==> src/rtl/control_riesgos_pkg.sv <==
// Shared definitions for the MIPS hazard controller: FSM state encoding and
// the hard-wired zero register number.
package paquete_mips;

    typedef enum logic {
        NORMAL = 1'b0,
        PARADA = 1'b1
    } estado_t;

    localparam logic [4:0] REG_CERO = 5'd0;

endpackage

==> src/rtl/control_riesgos_contador_saturado.sv <==
// Saturating event counter: one increment per cycle with inc high, holds at all-ones.
// Latency: count visible the cycle after inc; no backpressure, inc is never refused.
module contador_saturado #(
    parameter int ANCHO = 16
) (
    input  logic             clk,
    input  logic             rst,
    input  logic             inc,
    output logic [ANCHO-1:0] cuenta
);

    logic [ANCHO-1:0] cuenta_q;
    logic [ANCHO-1:0] cuenta_d;

    always_comb begin
        cuenta_d = cuenta_q;
        if (inc && (cuenta_q != {ANCHO{1'b1}})) begin
            cuenta_d = cuenta_q + ANCHO'(1);
        end
    end

    always_ff @(posedge clk) begin
        if (rst) begin
            cuenta_q <= '0;
        end else begin
            cuenta_q <= cuenta_d;
        end
    end

    assign cuenta = cuenta_q;

endmodule

==> src/rtl/control_riesgos.sv <==
// Load-use stall / jump-branch flush sequencer for PC, IF/ID and ID/EX.
// Latency: controls are Mealy (same cycle); stall lasts CICLOS_PARADA cycles, a taken branch overrides it.
module control_riesgos
    import paquete_mips::*;
#(
    parameter int CICLOS_PARADA = 1,
    parameter int ANCHO_CNT     = 16
) (
    input  logic                 clk,
    input  logic                 rst,
    input  logic [4:0]           id_rs,
    input  logic [4:0]           id_rt,
    input  logic                 id_usa_rt,
    input  logic                 id_salto,
    input  logic                 idex_mem_leer,
    input  logic [4:0]           idex_rt,
    input  logic                 ex_branch_tomado,
    output logic                 pc_escribir,
    output logic                 ifid_escribir,
    output logic                 ifid_limpiar,
    output logic                 idex_burbuja,
    output logic                 en_parada,
    output logic [ANCHO_CNT-1:0] cuenta_paradas,
    output logic [ANCHO_CNT-1:0] cuenta_vaciados
);

    localparam int ANCHO_PAR = (CICLOS_PARADA > 1) ? $clog2(CICLOS_PARADA) : 1;

    estado_t                estado_q;
    estado_t                estado_d;
    logic [ANCHO_PAR-1:0]   contador_q;
    logic [ANCHO_PAR-1:0]   contador_d;
    logic                   uso_carga;
    logic                   inc_paradas;
    logic                   inc_vaciados;

    assign uso_carga = idex_mem_leer && (idex_rt != REG_CERO) &&
                       ((idex_rt == id_rs) || (id_usa_rt && (idex_rt == id_rt)));

    always_comb begin
        estado_d      = estado_q;
        contador_d    = contador_q;
        pc_escribir   = 1'b1;
        ifid_escribir = 1'b1;
        ifid_limpiar  = 1'b0;
        idex_burbuja  = 1'b0;
        en_parada     = 1'b0;
        inc_paradas   = 1'b0;
        inc_vaciados  = 1'b0;
        if (rst) begin
            pc_escribir   = 1'b0;
            ifid_escribir = 1'b0;
            ifid_limpiar  = 1'b1;
            idex_burbuja  = 1'b1;
            estado_d      = NORMAL;
            contador_d    = '0;
        end else if (ex_branch_tomado) begin
            // A taken branch squashes whatever is in ID, including a held stall.
            ifid_limpiar  = 1'b1;
            idex_burbuja  = 1'b1;
            en_parada     = (estado_q == PARADA);
            inc_vaciados  = 1'b1;
            estado_d      = NORMAL;
            contador_d    = '0;
        end else if (estado_q == PARADA) begin
            pc_escribir   = 1'b0;
            ifid_escribir = 1'b0;
            idex_burbuja  = 1'b1;
            en_parada     = 1'b1;
            inc_paradas   = 1'b1;
            contador_d    = contador_q - ANCHO_PAR'(1);
            if (contador_q == ANCHO_PAR'(1)) begin
                estado_d = NORMAL;
            end
        end else if (uso_carga) begin
            pc_escribir   = 1'b0;
            ifid_escribir = 1'b0;
            idex_burbuja  = 1'b1;
            inc_paradas   = 1'b1;
            if (CICLOS_PARADA > 1) begin
                estado_d   = PARADA;
                contador_d = ANCHO_PAR'(CICLOS_PARADA - 1);
            end
        end else if (id_salto) begin
            ifid_limpiar  = 1'b1;
            inc_vaciados  = 1'b1;
        end
    end

    always_ff @(posedge clk) begin
        if (rst) begin
            estado_q   <= NORMAL;
            contador_q <= '0;
        end else begin
            estado_q   <= estado_d;
            contador_q <= contador_d;
        end
    end

    contador_saturado #(.ANCHO(ANCHO_CNT)) u_cnt_paradas (
        .clk    (clk),
        .rst    (rst),
        .inc    (inc_paradas),
        .cuenta (cuenta_paradas)
    );

    contador_saturado #(.ANCHO(ANCHO_CNT)) u_cnt_vaciados (
        .clk    (clk),
        .rst    (rst),
        .inc    (inc_vaciados),
        .cuenta (cuenta_vaciados)
    );

endmodule

==> config.mk <==
export PLATFORM = sky130hd
export DESIGN_NAME = control_riesgos
export DESIGN_NICKNAME = d
export VERILOG_FILES = /design/src/rtl/control_riesgos_pkg.sv /design/src/rtl/control_riesgos_contador_saturado.sv /design/src/rtl/control_riesgos.sv
export SDC_FILE = /design/constraint.sdc
export NUM_CORES = 1
export LEC_CHECK = 0
export CELL_PAD_IN_SITES_DETAIL_PLACEMENT = 1
export CELL_PAD_IN_SITES_GLOBAL_PLACEMENT = 1
export CORE_MARGIN = 1
export CORE_UTILIZATION = 35
export CTS_CLUSTER_DIAMETER = 30
export CTS_CLUSTER_SIZE = 30
export DETAILED_ROUTE_END_ITERATION = 8
export DONT_BUFFER_PORTS = 1
export HOLD_SLACK_MARGIN = 0.02
export PLACE_DENSITY_LB_ADDON = 0.1
export SYNTH_ARGS = -nofsm -noshare
export SYNTH_HDL_FRONTEND = slang
export SYNTH_SLANG_ARGS = --single-unit
==> constraint.sdc <==
create_clock -name clk -period 2.9 [get_ports clk]
set_clock_uncertainty 0.2 [all_clocks]
set_input_delay 0.435 -clock clk [delete_from_list [all_inputs] [get_ports clk]]
set_output_delay 0.435 -clock clk [all_outputs]
set_load 0.1 [all_outputs]
==> results.yml <==
cts:
  cts_tree: "built"
  numCtsBuffers: 5
  cts_sinks: 34
  root_buffer: "clkbuf_8"
  clk_pin_slew_worst_paths_ns: 0.07
  post_cts.repair.setup_buffers: 0
  htreeDepth: 2
  clockBufferDepth: 2
  clk_latency_ns: 0.29
synth:
  synth-seq-cells: 34
  yosysMostFrequentCell: "dfxtp_1"
  ys_top_cells_by_count: "34 x dfxtp_1, 31 x nor2_1, 17 x nor2b_1"
  synth_top_cells_by_area: "dfxtp_1 33%, mux2_2 7.6%, nor2_1 5.6%"
  async_reset_ff_frac: 0
  synth_cell_types: 49
  synth_nets: 257
  synth_top_area_frac: 0.327
  yosys_most_used_dff: "dfxtp_1"
  synth_edf_count: 0
  syn_area_per_cell_um2: 8.91
  ys_warn_count: 0
  synthesis.area_um2: 2080
  synthCells: 234
  seq_area_frac_synth: 0.327
  yosys.area.top_type: "dfxtp_1"
run:
  max-cap-violations: 0
placed_design:
  pre_cts_slack_ns: 0.293
  port_buffers: 0
  placed_cell_area_um2: 2430
  routabilityCongestion: 0.778
  place_inst: 332
  dp_hpwl_mm: 4.46
timing:
  hold_ws_ns: 0.141
  drv_slew: 0
  tns_ns: 0
  fin_ws_ns: 0.304
  hold_viol: 0
  tightestPinTransition_ns: 0.758
  relSlewSlack: 0.494
  period_needed_ns: 2.60
  finalSetupViolations: 0
  period_share: 0.895
  fmax_ghz: 0.385
  grt_setup_unrepaired: "no"
detailed_routing:
  via_per_inst: 5.48
  dr.pass1.iters: 3
  via_count: 1868
  wire_per_inst_um: 17.3
  antenna_left: 0
  drcViolationCount: 0
  routed_wl_mm: 5.89
  initialDrtViolationCount: 38
power_and_ir_drop:
  power_density_nw_per_um2: 375
  power_frac_clock: 0.354
  p_sw_mw: 0.273
  p_seq_frac: 0.498
  ir_drop_v: 0.000185
  p_int_mw: 0.677
  p_comb_frac: 0.148
  sw_frac_of_total: 0.288
  total_power_mw: 0.950
  leakage_nw: 1.03
floorplan:
  core_area_um2: 5610
  die_w_um: 79.2
  initial_core_util: 0.372
  io_pins: 58
  dieArea_um2: 6270
  die_y_um: 79.2
  placementRows: 27
worst_setup_path:
  worstPathArrival_ns: 1.96
  cp-start-kind: "input pin"
  r2r_slack_ns: 0.44
  path_max_fanout: 5
  end_kind: "output port"
  required_ns: 2.27
  worstSetupPathType: "input pin to output port"
global_route:
  grt_pass1_vias: 1996
  grt_max_degree: 43
  overflow: 0
  grt_usage: 0.198
  grt_pass1_wl_mm: 9.65
  antenna_found_initial: 0
layout:
  syn_to_final_growth_pct: 21.4
  n_antenna_cell: 0
  finalNetCount: 292
  stdcell_count: 341
  design_area_um2: 2530
  multi_input_area_um2: 1360
  fillers: 675
  seq_area_um2: 681
  final_util: 0.451
  drive_above_1_share: 0.264
run_status:
  outcome: "completed"
min_path:
  hold_path.class: "input pin to flip-flop"
==> logic make-up (layout without fill, tap and decap cells) <==
group | Yosys count | in the layout | synth area share
XOR/XNOR | 18 | 18 | 0.0756
buffers and inverters | 12 | 47 | 0.0246
AND/OR/NAND/NOR | 115 | 115 | 0.316
flip-flops | 34 | 34 | 0.327
multiplexers | 18 | 18 | 0.0978
AO/OA/AOI/OAI | 35 | 35 | 0.148
adder cells (fa/ha/maj) | 2 | 2 | 0.0120
==> what timing repair did <==
action | in CTS | in global routing
endpoints found under the hold margin | 14 | 0
hold buffers | 2 | 0
gates resized for setup | 0 | 0
endpoints found under the setup margin | 0 | 0
==> worst max-delay path, stage by stage <==
cell and delay [ns]:
or4_1 0.54, o21a_4 0.24, and2_1 0.17, nor2_1 0.15, o21ba_4 0.17, buf_12 0.24
==> layout by cell type (no fill, tap or decap), types with 3 or more instances in the layout <==
cell,netlist,layout
o31ai_1,3,3
nand4_1,7,7
xnor2_1,9,9
dfxtp_1,34,34
nand3_1,14,14
nor2b_1,17,16
buf_4,1,34
or4_1,3,3
a211oi_1,5,5
mux2_2,14,14
nand2_1,10,10
and3_1,5,5
a21oi_1,12,12
clkbuf_8,0,5
o211ai_1,3,3
nor2_1,31,31
and4_1,4,4
nand2b_1,5,5
nor3_1,3,3
and2_1,4,4
xor2_1,9,9
==> registers in the layout (all words and copies together) (netlist names) <==
signal and flops:
contador_q 1, estado_q 1, u_cnt_paradas.cuenta 16, u_cnt_vaciados.cuenta 16
==> power groups by stage <==
stage	combinational, mW	clock (mW)	sequential, mW
floorplan	0.0901	0	0.512
global placement	0.132	0	0.483
detailed placement	0.136	0	0.483
CTS	0.142	0.346	0.472
global route	0.149	0.368	0.473
finish	0.141	0.336	0.473
==> per-layer routing <==
layer,GRT usage,share of wire,vias up,wire length (um)
li1,-,-,908,-
met1,0.215,0.41,914,2440
met2,0.372,0.52,37,3080
met3,0.0483,0.046,9,271
met4,0.0636,0.015,0,91
met5,0,0,-,0
==> cell type report <==
type | instances | area share
Clock buffer | 7 | 0.0302
Inverter | 2 | 0.00297
Tap cell | 72 | 0.0356
Sequential cell | 34 | 0.269
Timing Repair Buffer | 38 | 0.125
Multi-Input combinational cell | 188 | 0.538
==> final timing paths <==
| path | cells after the start | endpoint | from |
|---|---|---|---|
| worst max-delay path | 6 | pc_escribir | idex_rt[1] |
| worst min-delay path | 2 | u_cnt_paradas.cuenta[3] | rst |
| worst max register to register | 6 | u_cnt_vaciados.cuenta[3] | u_cnt_vaciados.cuenta[5] |
| worst min register to register | 1 | estado_q | contador_q |
Note: power is estimated with default switching activity, not from simulation.
